$ cat src/rtl/hwag_reg_sched.sv
// hwag register RAM scheduler: boot-table copy, then host/core round-robin access.
// Optional boot copy is built only when HWAG_REG_BOOT_EN is defined.
module hwag_reg_sched #(
    parameter int ADDR_W    = 8,
    parameter int DATA_W    = 16,
    parameter int RAM_DEPTH = 131
) (
    input  logic              clk,
    input  logic              rst,
    output logic [ADDR_W-1:0] boot_addr,
    input  logic [DATA_W-1:0] boot_data,
    output logic              boot_done,
    input  logic              h_req,
    input  logic              h_we,
    input  logic [ADDR_W-1:0] h_addr,
    input  logic [DATA_W-1:0] h_wdata,
    output logic              h_ack,
    output logic [DATA_W-1:0] h_rdata,
    input  logic              c_req,
    input  logic [ADDR_W-1:0] c_addr,
    output logic              c_ack,
    output logic [DATA_W-1:0] c_rdata,
    output logic [ADDR_W-1:0] ram_addr,
    output logic [DATA_W-1:0] ram_wdata,
    output logic              ram_we,
    output logic              ram_re,
    input  logic [DATA_W-1:0] ram_rdata
);

    typedef enum logic [1:0] {
`ifdef HWAG_REG_BOOT_EN
        S_BOOT = 2'd0,
`endif
        S_ARB  = 2'd1,
        S_ACC  = 2'd2,
        S_RSP  = 2'd3
    } state_t;

    localparam logic [ADDR_W:0] LP_DEPTH = (ADDR_W+1)'(RAM_DEPTH);

`ifdef HWAG_REG_BOOT_EN
    localparam state_t LP_INIT = S_BOOT;
    localparam logic   LP_DONE = 1'b0;
`else
    localparam state_t LP_INIT = S_ARB;
    localparam logic   LP_DONE = 1'b1;
`endif

    state_t            r_state;
    logic              r_last_c;
    logic              r_win_h;
    logic              r_wr;
    logic              r_live;
    logic              r_boot_done;
    logic [ADDR_W-1:0] r_ram_addr;
    logic [DATA_W-1:0] r_ram_wdata;
    logic              r_ram_we;
    logic              r_ram_re;
    logic              r_h_ack;
    logic              r_c_ack;
    logic [DATA_W-1:0] r_h_rdata;
    logic [DATA_W-1:0] r_c_rdata;

    logic              w_pick_h;
    logic [ADDR_W-1:0] w_addr;
    logic              w_we;
    logic              w_inr;

    // On contention the requester that was not served last wins
    assign w_pick_h = h_req & (~c_req | r_last_c);
    assign w_addr   = w_pick_h ? h_addr : c_addr;
    assign w_we     = w_pick_h & h_we;
    assign w_inr    = {1'b0, w_addr} < LP_DEPTH;

`ifdef HWAG_REG_BOOT_EN
    logic [ADDR_W:0] r_bcnt;
    logic            w_bmore;

    assign w_bmore   = r_bcnt < LP_DEPTH;
    assign boot_addr = r_bcnt[ADDR_W-1:0];
    // Boot writes take the registered ROM word straight through
    assign ram_wdata = (r_state == S_BOOT && r_ram_we) ? boot_data
                                                       : r_ram_wdata;
`else
    logic w_unused_boot;

    assign w_unused_boot = ^boot_data;
    assign boot_addr     = '0;
    assign ram_wdata     = r_ram_wdata;
`endif

    always_ff @(posedge clk or negedge rst) begin
        if (!rst) begin
            r_state     <= LP_INIT;
            r_last_c    <= 1'b1;
            r_win_h     <= 1'b0;
            r_wr        <= 1'b0;
            r_live      <= 1'b0;
            r_boot_done <= LP_DONE;
            r_ram_addr  <= '0;
            r_ram_wdata <= '0;
            r_ram_we    <= 1'b0;
            r_ram_re    <= 1'b0;
            r_h_ack     <= 1'b0;
            r_c_ack     <= 1'b0;
            r_h_rdata   <= '0;
            r_c_rdata   <= '0;
`ifdef HWAG_REG_BOOT_EN
            r_bcnt      <= '0;
`endif
        end else begin
            unique case (r_state)
`ifdef HWAG_REG_BOOT_EN
                S_BOOT: begin
                    if (w_bmore) begin
                        r_ram_we   <= 1'b1;
                        r_ram_addr <= r_bcnt[ADDR_W-1:0];
                        r_bcnt     <= r_bcnt + 1'b1;
                    end else begin
                        r_ram_we    <= 1'b0;
                        r_bcnt      <= '0;
                        r_boot_done <= 1'b1;
                        r_state     <= S_ARB;
                    end
                end
`endif
                S_ARB: begin
                    if (h_req | c_req) begin
                        r_win_h    <= w_pick_h;
                        r_wr       <= w_we;
                        r_live     <= ~w_we & w_inr;
                        r_ram_addr <= w_addr;
                        if (w_we)
                            r_ram_wdata <= h_wdata;
                        r_ram_we   <= w_we & w_inr;
                        r_ram_re   <= ~w_we & w_inr;
                        r_state    <= S_ACC;
                    end
                end
                S_ACC: begin
                    r_ram_we <= 1'b0;
                    r_ram_re <= 1'b0;
                    r_h_ack  <= r_win_h;
                    r_c_ack  <= ~r_win_h;
                    r_last_c <= ~r_win_h;
                    // Out-of-range reads return zero with normal latency
                    if (!r_wr && !r_live) begin
                        if (r_win_h)
                            r_h_rdata <= '0;
                        else
                            r_c_rdata <= '0;
                    end
                    r_state  <= S_RSP;
                end
                S_RSP: begin
                    r_h_ack <= 1'b0;
                    r_c_ack <= 1'b0;
                    if (r_live) begin
                        if (r_win_h)
                            r_h_rdata <= ram_rdata;
                        else
                            r_c_rdata <= ram_rdata;
                    end
                    r_state <= S_ARB;
                end
                default: r_state <= S_ARB;
            endcase
        end
    end

    // RAM data arrives during the ack cycle and is held afterwards
    assign h_rdata   = (r_h_ack && r_live) ? ram_rdata : r_h_rdata;
    assign c_rdata   = (r_c_ack && r_live) ? ram_rdata : r_c_rdata;
    assign h_ack     = r_h_ack;
    assign c_ack     = r_c_ack;
    assign boot_done = r_boot_done;
    assign ram_addr  = r_ram_addr;
    assign ram_we    = r_ram_we;
    assign ram_re    = r_ram_re;

endmodule

$ cat config.mk
export PLATFORM = sky130hd
export DESIGN_NAME = hwag_reg_sched
export DESIGN_NICKNAME = d
export VERILOG_FILES = /design/src/rtl/hwag_reg_sched.sv
export SDC_FILE = /design/constraint.sdc
export NUM_CORES = 1
export LEC_CHECK = 0
export ABC_AREA = 1
export CORE_ASPECT_RATIO = 0.9
export CORE_MARGIN = 10
export CORE_UTILIZATION = 39
export DETAILED_ROUTE_END_ITERATION = 7
export PLACE_DENSITY = 0.74
export SLEW_MARGIN = 10
export SYNTH_ARGS = -nofsm -noshare
export SYNTH_HDL_FRONTEND = slang
export SYNTH_SLANG_ARGS = --single-unit
$ cat constraint.sdc
create_clock -name clk -period 1.5 [get_ports clk]
set_input_delay 0.375 -clock clk [delete_from_list [all_inputs] [get_ports clk]]
set_output_delay 0.375 -clock clk [all_outputs]
set_load 0.1 [all_outputs]
# Word-level counts from Yosys, hierarchy flattened

Cells that the tools add are included.

$lt $le $gt $ge: 1
Equal/unequal tests: 10
Muxes and demuxes: 21
Bitwise gates (word level): 9
Reduce and logical (&&, ||, !) cells: 12

Operator list:

| kind                 | count |
|---|---|
| $mux W16             | 10 |
| $pmux W16 S2         | 2 |
| $ne A2 B2 Y1 const B | 7 |
| $reduce_and A5 Y1    | 2 |
| $lt A8 B8 Y1 const B | 1 |
| $mux W8              | 1 |
| $pmux W1 S2          | 4 |
| $and A1 B1 Y1        | 4 |
| $eq A2 B2 Y1 const B | 2 |
| $pmux W2 S2          | 1 |
| $reduce_and A2 Y1    | 2 |
| $reduce_bool A2 Y1   | 2 |
| $logic_and A1 B1 Y1  | 3 |
| $not A1 Y1           | 3 |
| $reduce_and A3 Y1    | 1 |
| $eq A2 B1 Y1 const B | 1 |
| $logic_not A1 Y1     | 2 |
| $mux W1              | 2 |
| $mux W2              | 1 |
| $or A1 B1 Y1         | 2 |

Flip-flop bits (word level): 66
Input bits: 69
Output and inout bits: 69
Logic and storage cells: 66

# Logic depth before layout (Yosys ltp)

Word-level depth: 8
Gate-level depth with buffers: 10
Depth with buffers taken out: 10

# Worst setup path after synthesis

Ideal clock, no wire load.

Path type: register -> output
Start point: register r_c_ack, in the netlist c_ack
End point: output port c_rdata[0]
Arrival: 3.510 ns
Required time: 1.125 ns
Slack: -2.385 ns
Cell stages (with the launch flop): 4
Buffers on the path: 1
Cells stage by stage: dfrtp_1 > nand2_1 > clkbuf_1 > o21ai_0

Word-level cells in the longest chain between the ends: 2

RTL lines:

| item                   | RTL line | text |
|---|---|---|
| from (decl)            | 60       | `logic r_c_ack;` |
| from (signal assigned) | 144      | `r_c_ack <= ~r_win_h;` |
| $logic_and A1 B1 Y1    | 173      | `assign c_rdata = (r_c_ack && r_live) ? ram_rdata : r_c_rdata;` |
| $mux W16               | 173      |  |
| to (decl)              | 22       | `output logic [DATA_W-1:0] c_rdata,` |

No other way between the ends.

# Worst setup path in the final report

Start point: register r_live
End point: output port h_rdata[8]

Word-level cells in the longest chain between the ends: 2

RTL lines:

| item                   | RTL line | text |
|---|---|---|
| from (decl)            | 53       | `logic r_live;` |
| from (signal assigned) | 131      | `r_live <= ~w_we & w_inr;` |
| $logic_and A1 B1 Y1    | 172      | `assign h_rdata = (r_h_ack && r_live) ? ram_rdata : r_h_rdata;` |
| $mux W16               | 172      |  |
| to (decl)              | 18       | `output logic [DATA_W-1:0] h_rdata,` |

No other way between the ends.

==> flow_summary.ini <==
[status]
status = complete, but fails checks
violations = negative setup slack

[clocking]
cts-root-buf = clkbuf_8
numCtsBuffers = 9
cts_tree = yes
clk_pin_slew_worst_paths_ps = 80
htree_levels = 3
clkSinkCount = 66
cts_max_path_buffers = 2
clk_latency_ps = 360

[sta]
grt_setup_unrepaired = true
fin_setup_tns_ps = -19920
period_minus_slack_ps = 1970
skew_ps = 14.3
maxSlewViolCount = 0
post-route-period-util = 1.31
setup_ws_ps = -465
fmax_mhz = 509
hold_viol = 0
setup_viol = 95

[placed_design]
hpwl_microns = 7730
place_area_sq_um = 5870
place_congestion = 0.819
numPortBuffers = 112

[drt]
vias_per_cell = 5.46
drtIter0Drc = 241
wl_per_cell_microns = 22.1
antenna_left = 0
remaining_drc_errors = 0
wl_microns = 14700
num_vias = 3641
dr.pass1.iters = 5

[synthesis]
ys_ff_latch = 66
yosysWarnings = 1
syn_inst = 382
seq_area_frac_synth = 0.504
syn_area_sq_um = 3280
ys_types = 29
syn_avg_cell_area_sq_um = 8.60

[floorplan]
die_width_microns = 117
rows = 31
core-area_sq_um = 8150
start_util = 0.403
ios = 138
dieArea_sq_um = 12500
die_h_microns = 107

[setup_path]
r2r_slack_ps = -300
rr_startpoint = r_state[0]
crit_required_ps = 1120
critical_path_class = register to primary output
reg2reg_depth = 7
worstPathArrival_ps = 1590
cp-start-kind = register
cp_max_fo = 8
cp-end-kind = primary output
rr_endpoint = r_h_rdata[10]

[final_layout]
diodes = 0
syn2layout_area_growth_pct = 115
final_area_sq_um = 7050
seqCellArea_sq_um = 1660
multi_input_area_sq_um = 2350
num-fill-cells = 348
nets = 636
final_cell_mix = 73 x buf_12, 68 x nand2_1, 60 x dfrtp_1, 49 x clkdlybuf4s50_1, 47 x buf_4
final_common_cell = buf_12
layout-drive-gt1-share = 0.576

[global_route]
grt_pass1_vias = 3640
grt_pass1_wl_microns = 18600
grt_antenna_before_repair = 0
grt_max_degree = 67
overflow = 0
grt_usage = 0.188

[run]
max-cap-violations = 0

[min_path]
min_path_type = input port to asynchronous set/reset pin
routing by layer:
layer,vias to the layer above,GRT usage,wire (microns)
li1,1576,-,-
met1,1825,0.199,5250
met2,194,0.327,7700
met3,46,0.0819,1270
met4,0,0.0600,481
met5,-,0,0
repair_timing:
item,in CTS,in global routing
cloned,5,3
buffers inserted,11,13
setup endpoints to repair,89,95
pin swaps,7,15
hold buffers,0,0
resized for setup,65,109
synth_stat cells:
cell / instances / share of area
nand2_1: 123 / 0.14
o21ai_1: 37 / 0.056
o21ai_0: 35 / 0.053
conb_1: 1 / 0.0011
ha_1: 4 / 0.015
buf_1: 1 / 0.0011
mux2_2: 7 / 0.024
nor2_1: 11 / 0.013
a21oi_1: 2 / 0.0030
clkbuf_1: 6 / 0.0069
a31oi_1: 4 / 0.0076
a21oi_4: 1 / 0.0050
a21oi_2: 1 / 0.0027
nor3_2: 1 / 0.0030
nand3b_2: 1 / 0.0034
dfrtp_1: 64 / 0.49
buf_2: 8 / 0.012
mux2_4: 9 / 0.041
nand3_1: 10 / 0.015
nand3b_1: 1 / 0.0023
dfstp_2: 2 / 0.016
buf_6: 1 / 0.0034
nand3_2: 1 / 0.0030
buf_4: 10 / 0.023
nand2_4: 3 / 0.010
inv_1: 32 / 0.037
inv_2: 4 / 0.0046
nand3_4: 1 / 0.0053
o21bai_2: 1 / 0.0034
state kept, by name, indices dropped and copies added, names as in the netlist:
name and count:
c_ack 1, h_ack 1, r_c_rdata 16, r_h_rdata 16
r_last_c 1, r_live 1, r_state 2, r_win_h 1
r_wr 1, ram_addr 8, ram_re 1, ram_wdata 16
ram_we 1
through the flow:
stage	setup WS, ps	hold WS (ps)	utilization	std cells
floorplan	-366	79.4	-	390
global placement	-343	418	0.721	622
detailed placement	-420	431	0.721	622
CTS	-418	48.4	0.802	654
global route	-475	63.7	0.866	667
finish	-465	43.8	0.866	667
worst max-delay path: stages, from the launching register on:
cell and delay [ps]:
dfrtp_2 430, nand2_4 100, bufbuf_16 300, o21ai_4 180
buf_12 200
how the worst max path moves through the flow:
stage	from	end	slack, ps
3_3_place_gp	c_req	ram_wdata[11]	-340
4_1_cts	r_live	h_rdata[10]	-420
6_report	r_live	h_rdata[8]	-470
2_1_floorplan	h_ack	h_rdata[10]	-370
3_5_place_dp	c_req	ram_wdata[13]	-420
5_1_grt	r_live	h_rdata[8]	-470
final cells by class:
cell class | count | area share
clock buffer | 14 | 0.0245
clock inverter | 2 | 0.00177
inverter | 36 | 0.0213
multi-input combinational | 264 | 0.334
sequential | 66 | 0.236
tap | 99 | 0.0176
timing repair buffer | 186 | 0.365
logic make-up after synthesis:
logic type / Yosys count / share of synthesized area
AND/OR/NAND/NOR: 152 / 0.196
multiplexers: 16 / 0.0651
AO/OA/AOI/OAI: 81 / 0.131
buffers and inverters: 62 / 0.0876
flip-flops: 66 / 0.504
other: 1 / 0.00114
adder cells (fa/ha/maj): 4 / 0.0152
Power is not shown: default switching activity piles up to over one toggle a cycle in this logic, so the estimate is an artifact.
